**config.mk**
```make
export PLATFORM = sky130hd
export DESIGN_NAME = trsq_irq_ctrl
export DESIGN_NICKNAME = d
export VERILOG_FILES = /design/src/rtl/trsq_irq_ctrl.sv
export SDC_FILE = /design/constraint.sdc
export NUM_CORES = 1
export LEC_CHECK = 0
export CORE_MARGIN = 3
export CORE_UTILIZATION = 53
export CTS_CLUSTER_SIZE = 8
export DETAILED_ROUTE_END_ITERATION = 12
export PLACE_DENSITY = 0.86
export SETUP_SLACK_MARGIN = 0.02
export SLEW_MARGIN = 20
export SYNTH_ARGS = -nofsm -noshare
export SYNTH_HDL_FRONTEND = slang
export SYNTH_SLANG_ARGS = --single-unit
```
**constraint.sdc**
```tcl
create_clock -name clk -period 2.56 [get_ports clk]
set_clock_uncertainty 0.05 [all_clocks]
set_input_delay 0.512 -clock clk [delete_from_list [all_inputs] [get_ports clk]]
set_output_delay 0.512 -clock clk [all_outputs]
set_load 0.01 [all_outputs]
```
**src/rtl/trsq_irq_ctrl.sv**
```systemverilog
// trsq_irq_ctrl: NUM_IRQ-source interrupt controller with sync, edge/level pending, masking and ack/EOI handshake.
// Optional round-robin priority when TRSQ_IRQ_ROTATE_PRIO_EN is defined.
module trsq_irq_ctrl #(
  parameter int NUM_IRQ = 8,
  parameter int SYNC_STAGES = 2,
  parameter int VEC_W = 3
) (
  input  logic               clk,
  input  logic               reset,
  input  logic [NUM_IRQ-1:0] irq_in,
  input  logic [1:0]         reg_addr,
  input  logic               reg_wr,
  input  logic [7:0]         reg_wdata,
  output logic [7:0]         reg_rdata,
  output logic               irq_out,
  output logic [VEC_W-1:0]   irq_vec,
  input  logic               irq_ack
);
  typedef enum logic [1:0] {IDLE, REQ, ACTIVE} state_t;
  state_t state, state_n;
  logic [NUM_IRQ-1:0] sync_q [SYNC_STAGES];
  logic [NUM_IRQ-1:0] s, s_d, enable, mode, pending, pending_n, cand, w1c, ack_clr;
  logic [VEC_W-1:0] sel, vec_n;
  logic out_n, ack_ok, eoi;
  logic [7:0] status;
  assign s = sync_q[SYNC_STAGES-1];
  assign ack_ok = state == REQ && irq_ack;
  assign eoi = state == ACTIVE && reg_wr && reg_addr == 2'd3;
  assign w1c = (reg_wr && reg_addr == 2'd1) ? reg_wdata[NUM_IRQ-1:0] : '0;
  assign ack_clr = ack_ok ? NUM_IRQ'(1) << irq_vec : '0;
  // Level sources mirror s; edge sources latch rising edges, and a set beats a clear.
  assign pending_n = (~mode & s) | (mode & ((pending & ~(w1c | ack_clr)) | (s & ~s_d)));
  assign cand = pending & enable;
  always_ff @(posedge clk or posedge reset) begin
    if (reset) begin
      for (int k = 0; k < SYNC_STAGES; k++) sync_q[k] <= '0;
      s_d <= '0;
    end else begin
      sync_q[0] <= irq_in;
      for (int k = 1; k < SYNC_STAGES; k++) sync_q[k] <= sync_q[k-1];
      s_d <= s;
    end
  end
`ifdef TRSQ_IRQ_ROTATE_PRIO_EN
  logic [2:0] ptr, ptr_n;
  logic [2*NUM_IRQ-1:0] dbl;
  // Rotate candidates so the pointer sits at bit 0, then pick the lowest set bit.
  assign dbl = {cand, cand} >> ptr;
  always_comb begin
    int idx;
    int nxt;
    sel = '0;
    idx = 0;
    for (int i = NUM_IRQ - 1; i >= 0; i--) begin
      if (dbl[i]) begin
        idx = int'(ptr) + i;
        idx = idx >= NUM_IRQ ? idx - NUM_IRQ : idx;
        sel = VEC_W'(idx);
      end
    end
    nxt = int'(irq_vec) + 1;
    ptr_n = ack_ok ? (nxt >= NUM_IRQ ? 3'd0 : 3'(nxt)) : ptr;
  end
  always_ff @(posedge clk or posedge reset) begin
    if (reset) ptr <= '0;
    else ptr <= ptr_n;
  end
`else
  always_comb begin
    sel = '0;
    for (int i = NUM_IRQ - 1; i >= 0; i--) if (cand[i]) sel = VEC_W'(i);
  end
`endif
  always_comb begin
    state_n = state;
    out_n = irq_out;
    vec_n = irq_vec;
    case (state)
      IDLE: if (|cand) begin
        state_n = REQ;
        out_n = 1'b1;
        vec_n = sel;
      end
      REQ: if (irq_ack) begin
        state_n = ACTIVE;
        out_n = 1'b0;
      end
      ACTIVE: state_n = eoi ? IDLE : ACTIVE;
      default: state_n = IDLE;
    endcase
  end
  always_comb begin
    status = '0;
    status[7] = state == ACTIVE;
    status[6] = irq_out;
`ifdef TRSQ_IRQ_ROTATE_PRIO_EN
    status[5:3] = ptr;
`endif
    status[VEC_W-1:0] = irq_vec;
  end
  always_ff @(posedge clk or posedge reset) begin
    if (reset) begin
      state <= IDLE;
      irq_out <= 1'b0;
      irq_vec <= '0;
      enable <= '0;
      mode <= '0;
      pending <= '0;
      reg_rdata <= '0;
    end else begin
      state <= state_n;
      irq_out <= out_n;
      irq_vec <= vec_n;
      enable <= (reg_wr && reg_addr == 2'd0) ? reg_wdata[NUM_IRQ-1:0] : enable;
      mode <= (reg_wr && reg_addr == 2'd2) ? reg_wdata[NUM_IRQ-1:0] : mode;
      pending <= pending_n;
      reg_rdata <= reg_addr == 2'd0 ? 8'(enable) :
                   reg_addr == 2'd1 ? 8'(pending) :
                   reg_addr == 2'd2 ? 8'(mode) : status;
    end
  end
endmodule

```
======== After elaboration in Yosys (flattened, before gate mapping) ========
Index checks and enable logic that the tools add are counted.
cells by class
  eq/ne operators ......................... 7
  shifts and indexed selects .............. 1
  mux-type cells .......................... 20
  bitwise gates (word level) .............. 11
  reductions and logical operators ........ 13
operators with widths
  cell                 count
  $and 8x8->8          5
  $mux 8               5
  $mux 3               8
  $not 8->8            3
  $or 8x8->8           3
  $reduce_or 8->1      1
  $shl 1x3->8 const A  1
  $eq 2x2->1 const B   3
  $logic_and 1x1->1    6
  $mux 2               3
  $pmux 2 s3           1
  $eq 2x1->1 const B   2
  $logic_not 2->1      2
  $ne 2x2->1 const B   2
  $reduce_and 2->1     2
  $reduce_and 3->1     1
  $mux 1               2
  $pmux 1 s2           1
  $reduce_bool 2->1    1
storage, ports and cells
  bits in registers ....................... 62
  output and inout port bits .............. 12
  logic and storage cells ................. 62

======== Longest topological paths before layout ========
  depth after elaboration ................. 9
  gate-level depth with buffers ........... 4

======== Least setup slack after synthesis ========
No wires, ideal clock.
  path kind ............................... input-to-reg
  start ................................... input reg_addr[1]
  end ..................................... register enable[0]
  library setup time ...................... 125 ps
  data arrival time ....................... 1338 ps
  required time ........................... 2385 ps
  slack ................................... 1048 ps
  stages .................................. 3
  path buffers ............................ 1
  path through ............................ buf_6 -> nor3b_4 -> mux2_2
on the way
  longest elaborated chain between the ends .. 2
RTL lines
  element               line  source
  start, declared       11    input logic [1:0] reg_addr,
  $logic_not 2->1       114   enable <= (reg_wr && reg_addr == 2'd0) ? reg_wdata[NUM_IRQ-1:0] : enable;
  $logic_and 1x1->1     114
  end signal, assigned  114
  end, declared         22    logic [NUM_IRQ-1:0] s, s_d, enable, mode, pending, pending_n, cand, w1c, ack_clr;
No other way between the ends.
A chain may end at the register's enable or synchronous reset.

======== Final worst setup path ========
  start ................................... register irq_vec[0]
  end ..................................... output irq_vec[0]
RTL lines
  element                 line  source
  start, declared         16    output logic [VEC_W-1:0] irq_vec,
  start signal, assigned  113   irq_vec <= vec_n;
No word-level cell between the ends.

==> results.toml <==
[run_status]
outcome = "finished, final reports clean"

[logic_synthesis]
yosysUniqueCellTypes = 27
synthTopCellsByArea = "dfrtp_1, mux2_2, mux4_1, nand2_1, a221oi_1"
ys_seq_area_share_pct = 64.4
synth_area_um2 = 2410
synth_top_area_share_pct = 64.4
syn_nets = 197
synth.largest_area_cell = "dfrtp_1"
syn-mean-instance-area_um2 = 13.8
syn_inst = 175
yosys_warnings = 0
ys_ff_latch = 62

[critical_path]
r2r-start = "pending[3]$_DFF_PP0_"
crit_slowest_cell = "clkdlybuf4s50_1"
crit_path_end_kind = "primary output"
cp_num_buf_inv = 1
path_max_fanout = 8
r2r_end = "state[0]$_DFFE_PP0P_"
path_delay_family = "buffers and inverters"
crit_path_start_kind = "register"
cp_slowest_stage_delay_ps = 590
r2r_slack_ps = 1010
reg2reg_depth = 4
crit_arrival_ps = 1400
crit_type = "reg -> out"
critPathRequiredTime_ps = 2000
path_depth = 1
worstPathCellList = "clkdlybuf4s50_1"

[clocking]
numCtsBuffers = 9
clkLatencyLatePin_ps = 330
clock_sinks = 62
htree_num_levels = 3
cts_hold_buf = 0
clk_path_buf_depth = 2
post-cts-setup-buffers = 0
cts-root-buf = "clkbuf_8"
cts_tree = "built"
cts-resized-gates = 0
clk_pin_slew_ps = 60

[pwr]
clkPwrFrac_pct = 26.6
p_comb_share_pct = 23.0
p_leak_nw = 1.32
switching_power_uw = 761
seqPwrFrac_pct = 50.4
switching_share_pct = 29.2
irDropWorstVdd_mv = 0.475
p_int_mw = 1.84
power_mw = 2.60
powerDensity_nw_per_um2 = 878

[global_route]
antenna_found_initial = 0
grt_pass1_wl_mm = 7.70
grtUsageTotal_pct = 19.9
grt_pass1_vias = 1553
grt_remaining_overflow = 0
grt_max_degree = 63

[place]
gp_congestion = 0.864
port_buffers = 33
hpwl_mm = 3.22

[drt]
route.met3.wl_um = 324
num_vias = 1544
ant_nets = 0
drc = 0
met2_length_mm = 2.35
wl_mm = 4.59
drtPass1Iterations = 4
drt_iter0_markers = 144
avgViaCountPerCell = 5.68
top_layer = "met4"
wl_per_cell_um = 16.9
wl_met1_mm = 1.83

[hold_path]
holdPathStages = 0
hp-start = "sync_q[9]$_DFF_PP0_"
hold_class = "reg -> reg"
min_to = "s[1]$_DFF_PP0_"

[sta]
slew_headroom_pct = 69.2
finalHoldViolCount = 0
fin_crit_sh_pct = 76.6
setup_violations = 0
fin_crit_ps = 1960
maxSlewViolCount = 0
rsz0062_at_grt = "no"
finalSetupTns_ps = 0
worst_slew_pin_slew_ps = 461
fmax_mhz = 510

[floorplan]
core_area_um2 = 4200
die_h_um = 73.4
die-area_um2 = 5390
pin_count = 34
start_util_pct = 57.3
rows = 23
die_x_um = 73.4

[finish]
drive_above_1_share_pct = 16.2
final_nets = 241
antenna_cells = 0
area.growth.synth_to_final_pct = 23.1

[flow_run]
drv_cap = 0
-- logic make-up (layout without fill, tap and decap cells) --
logic type,Yosys count,in the layout,synth area share [%]
flops,62,62,64.4
simple gates,51,51,10.1
compound gates,33,33,9.77
mux,24,24,14.2
buf+inv,5,52,1.46
-- power by group through the flow --
stage          sequential [mW]  clock [mW]  combinational, mW
5_1_grt                   1.33       0.758              0.669
6_report                  1.31       0.691              0.599
2_1_floorplan             1.31           0              0.332
4_1_cts                   1.31       0.707              0.605
3_5_place_dp              1.32           0              0.602
3_3_place_gp              1.31           0              0.583
-- how the worst max path moves through the flow --
stage                                      start               endpoint  slack (ps)
after floorplan                            reset  enable[0]$_DFFE_PP0P_         460
after global placement               reg_addr[1]  enable[1]$_DFFE_PP0P_         430
after detailed placement             reg_addr[1]  enable[4]$_DFFE_PP0P_         400
final                     irq_vec[0]$_DFFE_PP0P_             irq_vec[0]         600
after CTS                 irq_vec[0]$_DFFE_PP0P_             irq_vec[0]         580
after global routing      irq_vec[1]$_DFFE_PP0P_             irq_vec[1]         540
-- final cells by class --
| cell class | count | area, µm² |
|---|---|---|
| Clock buffer | 12 | 145 |
| Clock inverter | 2 | 10.0 |
| Fill cell | 292 | 1240 |
| Inverter | 2 | 7.51 |
| Multi-Input combinational cell | 108 | 821 |
| Sequential cell | 62 | 1550 |
| Tap cell | 50 | 62.6 |
| Timing Repair Buffer | 36 | 365 |
-- state kept, by name, summed over array words and instances, names as in the netlist --
register / flops
state: 2
mode: 8
irq_out: 1
pending: 8
s_d: 8
reg_rdata: 8
sync_q: 8
enable: 8
irq_vec: 3
s: 8
-- placed cells by master (no fill, tap or decap), types with 3 or more instances in the layout --
master	instances
a21oi_1	6
nand2_1	32
mux4_1	5
a21o_1	6
mux2_2	16
a22oi_1	4
a221oi_1	6
nand3_1	4
nor2b_1	3
nor2_1	4
dfrtp_1	62
clkbuf_8	10
mux2i_1	3
clkdlybuf4s50_1	33
o21ai_0	5
-- per-layer routing --
layer	up-vias	global-route usage, %
li1	724	-
met1	760	25.0
met2	53	31.7
met3	7	6.57
met4	0	8.45
met5	-	0
-- synth_stat cells (all sizes together) --
| cell type | n |
|---|---|
| dfrtp | 62 |
| nand2 | 33 |
| mux2 | 16 |
| a21o | 6 |
| a21oi | 6 |
| a221oi | 6 |
| mux4 | 5 |
| o21ai | 5 |
| a22oi | 4 |
| nand3 | 4 |
| nor2 | 4 |
| buf | 3 |
| mux2i | 3 |
| nor2b | 3 |
| a22o | 2 |
| a32o | 2 |
| inv | 2 |
| nand2b | 2 |
| a31oi | 1 |
| and2b | 1 |
| and3b | 1 |
| nand3b | 1 |
| nand4 | 1 |
| nor3b | 1 |
| o2bb2ai | 1 |
-- stage by stage --
stage / hold WS, ps / instance area (µm²) / worst slack (ps) / util, % / instances
finish: 294 / 2960 / 600 / 70.5 / 272
global route: 304 / 2960 / 541 / 70.5 / 272
CTS: 293 / 2960 / 578 / 70.5 / 272
detailed placement: 285 / 2810 / 398 / 66.8 / 258
global placement: 283 / 2810 / 435 / 66.8 / 258
floorplan: 281 / 2410 / 457 / - / 175
No activity file was read; power rests on OpenSTA's default activity.
